File: config.mk
export PLATFORM = sky130hd
export DESIGN_NAME = bram_pixel_writer
export DESIGN_NICKNAME = d
export VERILOG_FILES = /design/src/rtl/bram_pixel_writer_pkg.sv /design/src/rtl/bram_pixel_writer_packer.sv /design/src/rtl/bram_pixel_writer.sv
export SDC_FILE = /design/constraint.sdc
export NUM_CORES = 1
export LEC_CHECK = 0
export CORE_ASPECT_RATIO = 0.9
export CORE_MARGIN = 10
export CORE_UTILIZATION = 49
export CTS_CLUSTER_DIAMETER = 40
export DETAILED_ROUTE_END_ITERATION = 8
export PLACE_DENSITY = 0.85
export SETUP_SLACK_MARGIN = 0.02
export SLEW_MARGIN = 20
export SYNTH_ARGS = -nofsm -noshare
export SYNTH_HDL_FRONTEND = slang
export SYNTH_SLANG_ARGS = --single-unit
File: constraint.sdc
create_clock -name clk -period 3.2 [get_ports clk]
set_input_delay 0.96 -clock clk [delete_from_list [all_inputs] [get_ports clk]]
set_output_delay 0.96 -clock clk [all_outputs]
set_load 0.01 [all_outputs]
File: src/rtl/bram_pixel_writer_pkg.sv
// Shared constants, FSM state codes and the lane-count to byteenable mapping
// for the frame-BRAM pixel writer.
package bram_pkg;

  localparam int LANES  = 4;
  localparam int WORD_W = 64;
  localparam int BE_W   = 8;
  localparam int LANE_W = 3;

  localparam logic [LANE_W-1:0] LANES_L = 3'd4;

  localparam logic [1:0] ST_IDLE  = 2'd0;
  localparam logic [1:0] ST_FILL  = 2'd1;
  localparam logic [1:0] ST_WRITE = 2'd2;

  // n filled 16-bit lanes -> the low 2n byte lanes enabled
  function automatic logic [BE_W-1:0] lane_to_be(input logic [LANE_W-1:0] n);
    logic [BE_W-1:0] be;
    case (n)
      3'd0:    be = 8'h00;
      3'd1:    be = 8'h03;
      3'd2:    be = 8'h0F;
      3'd3:    be = 8'h3F;
      3'd4:    be = 8'hFF;
      default: be = 8'hFF;
    endcase
    return be;
  endfunction

endpackage

File: src/rtl/bram_pixel_writer_packer.sv
// Lane counter and 64-bit pixel assembly register; pixel 0 lands in the LSBs.
// full is the look-ahead flag: the word will hold all lanes after this cycle.
module pixel_packer
  import bram_pkg::*;
#(
  parameter int PIX_W = 16
) (
  input  logic              clk,
  input  logic              rst_n,
  input  logic              load,
  input  logic              clear,
  input  logic [PIX_W-1:0]  pix,
  output logic              full,
  output logic [LANE_W-1:0] lane,
  output logic [WORD_W-1:0] word,
  output logic [BE_W-1:0]   be
);

  logic [LANE_W-1:0] lane_q, lane_d, base_lane_s;
  logic [WORD_W-1:0] word_q, word_d;
  logic [BE_W-1:0]   be_q;

  // clear restarts the word at lane 0; a load in the same cycle fills lane 0
  always_comb begin
    lane_d      = lane_q;
    word_d      = word_q;
    base_lane_s = lane_q;
    if (clear) begin
      lane_d      = 3'd0;
      word_d      = '0;
      base_lane_s = 3'd0;
    end else begin
      base_lane_s = lane_q;
    end
    if (load && (base_lane_s < LANES_L)) begin
      word_d[int'(base_lane_s) * PIX_W +: PIX_W] = pix;
      lane_d = base_lane_s + 3'd1;
    end else begin
      lane_d = lane_d;
    end
  end

  // state registers
  always_ff @(posedge clk or negedge rst_n) begin
    if (!rst_n) begin
      lane_q <= 3'd0;
      word_q <= '0;
      be_q   <= 8'h00;
    end else begin
      lane_q <= lane_d;
      word_q <= word_d;
      be_q   <= lane_to_be(lane_d);
    end
  end

  assign full = (lane_d == LANES_L);
  assign lane = lane_q;
  assign word = word_q;
  assign be   = be_q;

endmodule

File: src/rtl/bram_pixel_writer.sv
// Avalon-ST RGB565 sink packing 4 pixels per word and writing each word to the
// frame BRAM through a single-beat Avalon-MM write master.
module bram_pixel_writer
  import bram_pkg::*;
#(
  parameter int                PIX_W     = 16,
  parameter int                ADDR_W    = 10,
  parameter logic [ADDR_W-1:0] BASE_ADDR = '0
) (
  input  logic              clk,
  input  logic              reset_n,
  input  logic [PIX_W-1:0]  snk_data,
  input  logic              snk_valid,
  output logic              snk_ready,
  input  logic              snk_sop,
  input  logic              snk_eop,
  output logic [ADDR_W-1:0] avm_address,
  output logic              avm_chipselect,
  output logic              avm_write,
  output logic [WORD_W-1:0] avm_writedata,
  output logic [BE_W-1:0]   avm_byteenable,
  input  logic              avm_waitrequest,
  output logic              frame_done,
  output logic [ADDR_W:0]   word_count
);

  localparam logic [ADDR_W:0] WC_MAX = {1'b1, {ADDR_W{1'b0}}};
  localparam logic [ADDR_W:0] WC_ONE = {{ADDR_W{1'b0}}, 1'b1};

  logic [1:0]        state_q, state_d;
  logic [ADDR_W-1:0] addr_q, addr_d;
  logic [ADDR_W:0]   wc_q, wc_d;
  logic              eop_q, eop_d;
  logic              write_q, write_d;
  logic              ready_q, ready_d;
  logic              done_q, done_d;

  logic              beat_s, accept_s;
  logic              pk_load_s, pk_clear_s, pk_full_s;
  logic [LANE_W-1:0] pk_lane_s;
  logic [WORD_W-1:0] pk_word_s;
  logic [BE_W-1:0]   pk_be_s;

  assign beat_s   = snk_valid & ready_q;
  assign accept_s = write_q & ~avm_waitrequest;

  pixel_packer #(.PIX_W(PIX_W)) u_packer (
    .clk   (clk),
    .rst_n (reset_n),
    .load  (pk_load_s),
    .clear (pk_clear_s),
    .pix   (snk_data),
    .full  (pk_full_s),
    .lane  (pk_lane_s),
    .word  (pk_word_s),
    .be    (pk_be_s)
  );

  // frame FSM, address / word counters and next values of the registered outputs
  always_comb begin
    state_d    = state_q;
    addr_d     = addr_q;
    wc_d       = wc_q;
    eop_d      = eop_q;
    done_d     = 1'b0;
    pk_load_s  = 1'b0;
    pk_clear_s = 1'b0;
    case (state_q)
      ST_IDLE: begin
        // beats outside a frame are swallowed so the camera never stalls
        if (beat_s && snk_sop) begin
          addr_d     = BASE_ADDR;
          wc_d       = '0;
          pk_clear_s = 1'b1;
          pk_load_s  = 1'b1;
          eop_d      = snk_eop;
          state_d    = snk_eop ? ST_WRITE : ST_FILL;
        end else begin
          state_d = ST_IDLE;
        end
      end
      ST_FILL: begin
        if (pk_lane_s >= LANES_L) begin
          pk_clear_s = 1'b1;
          state_d    = ST_IDLE;
        end else if (beat_s) begin
          pk_load_s = 1'b1;
          if (snk_sop) begin
            // a new frame abandons the partial word without writing it
            addr_d     = BASE_ADDR;
            wc_d       = '0;
            pk_clear_s = 1'b1;
          end else begin
            pk_clear_s = 1'b0;
          end
          if (pk_full_s || snk_eop) begin
            eop_d   = snk_eop;
            state_d = ST_WRITE;
          end else begin
            state_d = ST_FILL;
          end
        end else begin
          state_d = ST_FILL;
        end
      end
      ST_WRITE: begin
        if (accept_s) begin
          addr_d     = addr_q + ADDR_W'(1);
          wc_d       = (wc_q == WC_MAX) ? wc_q : (wc_q + WC_ONE);
          pk_clear_s = 1'b1;
          done_d     = eop_q;
          eop_d      = 1'b0;
          state_d    = eop_q ? ST_IDLE : ST_FILL;
        end else begin
          state_d = ST_WRITE;
        end
      end
      default: begin
        pk_clear_s = 1'b1;
        eop_d      = 1'b0;
        state_d    = ST_IDLE;
      end
    endcase
    write_d = (state_d == ST_WRITE);
    ready_d = (state_d != ST_WRITE);
  end

  // state and output registers
  always_ff @(posedge clk or negedge reset_n) begin
    if (!reset_n) begin
      state_q <= ST_IDLE;
      addr_q  <= '0;
      wc_q    <= '0;
      eop_q   <= 1'b0;
      write_q <= 1'b0;
      ready_q <= 1'b0;
      done_q  <= 1'b0;
    end else begin
      state_q <= state_d;
      addr_q  <= addr_d;
      wc_q    <= wc_d;
      eop_q   <= eop_d;
      write_q <= write_d;
      ready_q <= ready_d;
      done_q  <= done_d;
    end
  end

  assign snk_ready      = ready_q;
  assign avm_address    = addr_q;
  assign avm_write      = write_q;
  assign avm_chipselect = write_q;
  assign avm_writedata  = pk_word_s;
  assign avm_byteenable = pk_be_s;
  assign frame_done     = done_q;
  assign word_count     = wc_q;

endmodule
; Yosys cells after proc, flatten, opt, wreduce, memory -nomap -nowiden
; Cells that the tools add are included.
[word_totals]
reg_bits = 102
latch_bits = 0
ram_bits = 0
mem_bits_ro = 0
input_bits = 22
out_inout_bits = 97
word_cells = 90
mem_count = 0
[op_classes]
addsub = 4
n_mul = 0
n_div = 0
magnitude_cmp = 2
n_eq_ne = 16
n_shift = 2
mux = 44
n_bitwise = 3
reduce_logical = 9
[ops]
columns = op, count
row1 = 64-bit two-way mux, 2
row2 = 11-bit two-way mux, 6
row3 = 64-bit bitwise mux, 1
row4 = "16-bit by 33-bit variable shift with 64-bit output, first input constant", 1
row5 = 16-bit by 33-bit indexed part select with 64-bit output, 1
row6 = 10-bit two-way mux, 5
row7 = 7-bit negator with 33-bit output, 1
row8 = 11-bit one-hot mux with 3 select lines, 1
row9 = 8-bit one-hot mux with 4 select lines, 1
row10 = 10-bit one-hot mux with 3 select lines, 1
row11 = "2-bit inequality test, second input constant", 8
row12 = 1-bit two-way mux, 15
row13 = 2-bit two-way mux, 6
row14 = "11-bit by 1-bit adder with 11-bit output, second input constant", 1
row15 = "11-bit equality test, second input constant", 1
row16 = "10-bit by 1-bit adder with 10-bit output, second input constant", 1
row17 = 7-bit AND reduction, 1
row18 = "3-bit by 2-bit equality test with 1-bit output, second input constant", 2
row19 = 3-bit two-way mux, 2
row20 = 1-bit one-hot mux with 3 select lines, 2
row21 = 2-bit one-hot mux with 3 select lines, 1
row22 = 6-bit AND reduction, 1
row23 = 5-bit AND reduction, 1
row24 = "2-bit equality test, second input constant", 2
row25 = other kinds (14), 16

; Depth between registers and ports, before layout
[logic_depth]
word_depth = 15
depth_mapped = 11
ltp_nobuf = 8

; By module
; A second synthesis with hierarchy kept.
[hier_totals]
hier_cells = 424
area_unflattened_um2 = 4862.2
[modules_own_cells]
columns = mod, instances, cells_per_inst, area_each_um2, seq_area_each_um2
row1 = pixel_packer, 1, 253, 3303.2, 1776.7
row2 = bram_pixel_writer, 1, 171, 1559.0, 675.6

; Worst setup path before layout
; No wires, ideal clock.
[synth_path]
kind = input to register
start = input port avm_waitrequest
end = register u_packer.word_q[22], in the netlist u_packer.word[22]
setup_time_ps = 126
t_arrival_ps = 3105
t_required_ps = 3074
setup_slack_ps = -30
path_stages = 11
n_path_buf = 3
cell_sequence = nand3b_1 -> and3_1 -> buf_4 -> buf_2 -> nand2_1 -> ha_1 -> ha_1 -> and2_1 -> nand4_2 -> buf_4 -> mux2i_1
[synth_via]
elab_chain_len = 9
word_cells_on_any_way = 13
classes_between = add/sub (1) / order compare (1) / shift (2) / mux (6) / bitwise (2) / reduce/logical (1)
[synth_rtl]
columns = element, line_no
row1 = from (decl), bram_pixel_writer.sv:22  ; input logic avm_waitrequest,
row2 = 1-bit inverter *, bram_pixel_writer.sv:45  ; assign accept_s = write_q & ~avm_waitrequest;
row3 = 1-bit bitwise AND *, bram_pixel_writer.sv:45
row4 = 1-bit two-way mux *, bram_pixel_writer.sv:107  ; if (accept_s) begin
row5 = 1-bit one-hot mux with 3 select lines *, bram_pixel_writer.sv:68  ; case (state_q)
row6 = 3-bit two-way mux, bram_pixel_writer_packer.sv:28  ; if (clear) begin
row7 = 7-bit negator with 33-bit output, bram_pixel_writer_packer.sv:36  ; word_d[int'(base_lane_s) * PIX_W +: PIX_W] = pix;
row8 = 16-bit by 33-bit indexed part select with 64-bit output or 16-bit by 33-bit variable shift with 64-bit output (tied branches), bram_pixel_writer_packer.sv:36
row9 = 64-bit bitwise mux, bram_pixel_writer_packer.sv:36
row10 = 64-bit two-way mux *, bram_pixel_writer_packer.sv:35  ; if (load && (base_lane_s < LANES_L)) begin
row11 = named net u_packer.word_d[22], bram_pixel_writer_packer.sv:20  ; logic [WORD_W-1:0] word_q, word_d;
row12 = to (signal assigned), bram_pixel_writer_packer.sv:51  ; word_q <= word_d;
row13 = to (decl), bram_pixel_writer_packer.sv:20
; The timed path passes the listed nets; every way through them passes the cells marked *.
; A chain may end at the register's enable or synchronous reset.

; Worst setup path in the final report
[layout_path]
start = input port avm_waitrequest
end = register eop_q
[layout_via]
elab_chain_len = 12
word_cells_on_any_way = 14
classes_between = add/sub (1) / order compare (1) / eq/ne (3) / mux (4) / bitwise (2) / reduce/logical (3)
[layout_rtl]
columns = element, line_no
row1 = 1-bit inverter *, bram_pixel_writer.sv:45
row2 = 1-bit bitwise AND *, bram_pixel_writer.sv:45
row3 = 1-bit two-way mux, bram_pixel_writer.sv:107
row4 = 1-bit one-hot mux with 3 select lines, bram_pixel_writer.sv:68
row5 = 3-bit two-way mux, bram_pixel_writer_packer.sv:28
row6 = 3-bit less-than comparator, bram_pixel_writer_packer.sv:35
row7 = 1-bit logical AND, bram_pixel_writer_packer.sv:35
row8 = 3-bit two-way mux, bram_pixel_writer_packer.sv:35
row9 = 3-bit equality test, bram_pixel_writer_packer.sv:56  ; assign full = (lane_d == LANES_L);
row10 = 1-bit logical OR, bram_pixel_writer.sv:96  ; if (pk_full_s || snk_eop) begin
row11 = 2-bit inequality test (no line), -
row12 = 5-bit AND reduction (no line) *, -
row13 = to (signal assigned), bram_pixel_writer.sv:142  ; eop_q <= eop_d;
row14 = to (decl), bram_pixel_writer.sv:33  ; logic eop_q, eop_d;
; Mark *: on every way between the ends. The rest lies on a longest branch, timed or not.

==> qor.txt <==
Final Skew = 0.0179 ns
fin crit period = 3.05 ns
Routed wire per std cell = 17.9 microns
maxcap violations = 0
largest net degree at the start of global routing = 68
Least-Margin Pin Slew = 0.700 ns
vias per inst = 5.49
VDD IR-drop max = 362 uV
Ports = 119
Die W = 124 microns
post-synth top area cell = dfrtp_1
synth top area cells = dfrtp_1 52%, mux2i_1 16%, nand2_1 7.3%
clock slew at reported path FFs = 0.10 ns
Clock Sinks = 98
slowest stage delay, CP = 0.46 ns
cell mode on critical path = nand2_1
Cells after Synth = 452
unrepaired setup endpoints after global routing = false
port buffer count = 118
Std-Cell Rows = 34
worst path required time = 3.42 ns
synth unique cells = 55
wire length on met1 = 4900 microns
Power per Cell Area = 652 mW/mm^2
Post-CTS Setup Inserts = 0
Placeable Area = 0.00957 sq mm
remaining global-route overflow = 0
DRT iter0 DRCs = 311
crit path capture type = flop
Slew headroom = 53.3%
vias in the first global route = 3,996
Final Net Count = 601
# setup viols final = 0
PnR worst setup slack = 0.149 ns
clk buf depth = 2
worst skew pair latency = 0.37 ns
ys async rst share = 100%
Synthesized Nets = 480
Yosys Warn Count = 0
global-route wire length before repair = 20,400 microns
# hold bufs at CTS = 0
register bit total from synthesis = 98
Setup crit start kind = input port
via count = 3,862
Root Driver = clkbuf_8
final instance area = 0.00635 sq mm
FF-to-FF setup slack = 0.51 ns
leakage = 3.21 nW
Post-synth EDFFs = 0
GRT Total Usage = 18.0%
CP Class = input port to flop
Final ANT Viol Nets = 0
Top Metal Used = met4
fin. max-slew vios = 0
Mapped Area = 0.00475 sq mm
Cell Area, Placed = 0.00614 sq mm
Seq/Total Area, Yosys = 51.6%
Main synth FF type = dfrtp_1
Max Clk Rate = 0.328 GHz
Final Util = 66.3%
worst hold path type = flop to flop
Die H = 113 microns
period utilization = 95.3%
H-Tree Depth = 3
CTS tree = done
slowest stage cell, crit path = clkdlybuf4s50_1
status = finished, final reports clean
hold_ws = 0.532 ns
CTS Buf Count = 9
Die Area = 0.0140 sq mm
Synth top area share = 51.6%
Mapped Avg Cell Area = 10.5 sq um
Initial Util = 49.6%
initial antenna violation count = 0
pre-CTS WS = -0.163 ns
Area growth, synth to finish = 33.7%
layout cells sized above 1 = 8.13%
WP data arrival = 3.27 ns
Placer Congestion = 0.869
metal2 WL = 6260 microns
CP max FO = 6
placed wire-length estimate = 9170 microns
post-cts sizing count = 0
met3 wire len = 1400 microns
drt pass-1 iters = 4
DRC viols = 0
n_diodes = 0
Fin. Hold Viols = 0
setup_tns = 0 ns
crit path cell chain = clkdlybuf4s50_1, nand3b_1, and3_2, nand2_1, ha_1, nor2b_1, nand2_1, o31ai_1, a32oi_1
final wirelength = 12,600 microns
synth_stat cells, types with 2 or more instances:
cell type	n
dfrtp_1	98
nand2_1	93
mux2i_1	77
inv_1	28
a21oi_1	17
clkbuf_1	12
nand3_1	12
nand2b_1	11
buf_4	10
nor2_1	9
o21ai_0	8
and3_1	6
ha_1	6
a2111oi_0	3
a21o_1	3
a31oi_1	3
and2_1	3
and4_1	3
buf_2	3
nand4_1	3
a2111o_1	2
a211o_1	2
a22oi_1	2
nand4_2	2
nor3_1	2
o211ai_1	2
o31ai_1	2
o32ai_1	2
or4_1	2
critical path, delay by kind of cell:
kind,cells,cell delay [ns]
AND/OR/NAND/NOR,5,0.91
adder cells (fa/ha/maj),1,0.36
buffers and inverters,1,0.46
AO/OA/AOI/OAI,2,0.58
layer usage:
metal  track usage (%)  vias up
li1                  -     1794
met1              20.7     1919
met2              30.0      140
met3              8.50        9
met4              3.49        0
met5                 0        -
sequential cells by signal (all words and copies together) (netlist names):
register        cells
avm_address        10
avm_chipselect      1
eop_q               1
frame_done          1
snk_ready           1
state_q             2
u_packer.be         4
u_packer.lane       3
u_packer.word      64
word_count         11
cell type report:
| type | instances | area (sq um) |
|---|---|---|
| Multi-Input combinational cell | 299 | 2050 |
| Timing Repair Buffer | 137 | 1370 |
| Fill cell | 717 | 3220 |
| Inverter | 28 | 105 |
| Sequential cell | 98 | 2450 |
| Clock inverter | 7 | 87.6 |
| Tap cell | 126 | 158 |
| Clock buffer | 9 | 124 |
path summary, 6_finish.rpt:
path | cells past startpoint | end | from
worst max-delay path | 9 | eop_q$_DFFE_PN0P_ | avm_waitrequest
worst max register to register | 8 | eop_q$_DFFE_PN0P_ | state_q[1]$_DFF_PN0_
min in group asynchronous | 1 | u_packer.word[6]$_DFF_PN0_ | reset_n
max in group asynchronous | 2 | u_packer.word[61]$_DFF_PN0_ | reset_n
worst min register to register | 2 | u_packer.word[49]$_DFF_PN0_ | u_packer.word[49]$_DFF_PN0_
worst min-delay path | 2 | u_packer.word[49]$_DFF_PN0_ | u_packer.word[49]$_DFF_PN0_
logic make-up after synthesis:
logic type | after synthesis | share of synthesized area, %
xor gates and xnor gates | 1 | 0.184
and+or+nand+nor | 158 | 16.7
AOI/OAI and AO/OA | 56 | 8.09
DFF | 98 | 51.6
adders and majority gates | 6 | 1.58
buffers and inverters | 55 | 5.37
muxes | 78 | 16.5
through the flow:
stage          total power, W  std cells
6_report              0.00414        704
2_1_floorplan         0.00253        452
3_3_place_gp          0.00326        688
4_1_cts               0.00418        704
3_5_place_dp          0.00332        688
5_1_grt               0.00439        704
cell usage in the layout, fill, tap and decap left out, types with 2 or more instances in the layout:
master / instances
a21oi_1: 17
nor3_1: 2
ha_1: 6
o21ai_0: 8
nand2b_1: 11
and3_1: 5
clkdlybuf4s50_1: 117
and2_1: 3
inv_1: 28
o32ai_1: 2
and4_1: 3
a31oi_1: 3
a2111o_1: 2
clkbuf_8: 9
buf_12: 4
nor2_1: 9
dfrtp_1: 98
a22oi_1: 2
mux2i_1: 77
nand2_1: 93
nand4_1: 3
a2111oi_0: 3
nand4_4: 2
nand3_1: 12
or4_1: 2
buf_4: 16
o31ai_1: 2
a211o_1: 2
o211ai_1: 2
a21o_1: 3
report_power, final:
group	switching, W	leakage [nW]	internal (W)
Sequential	0.000216	1.35	0.00149
Combinational	0.000818	1.76	0.000776
Clock	0.000469	0.104	0.000376
Total	0.00150	3.21	0.00264
Power figures use the tool's default switching activity.
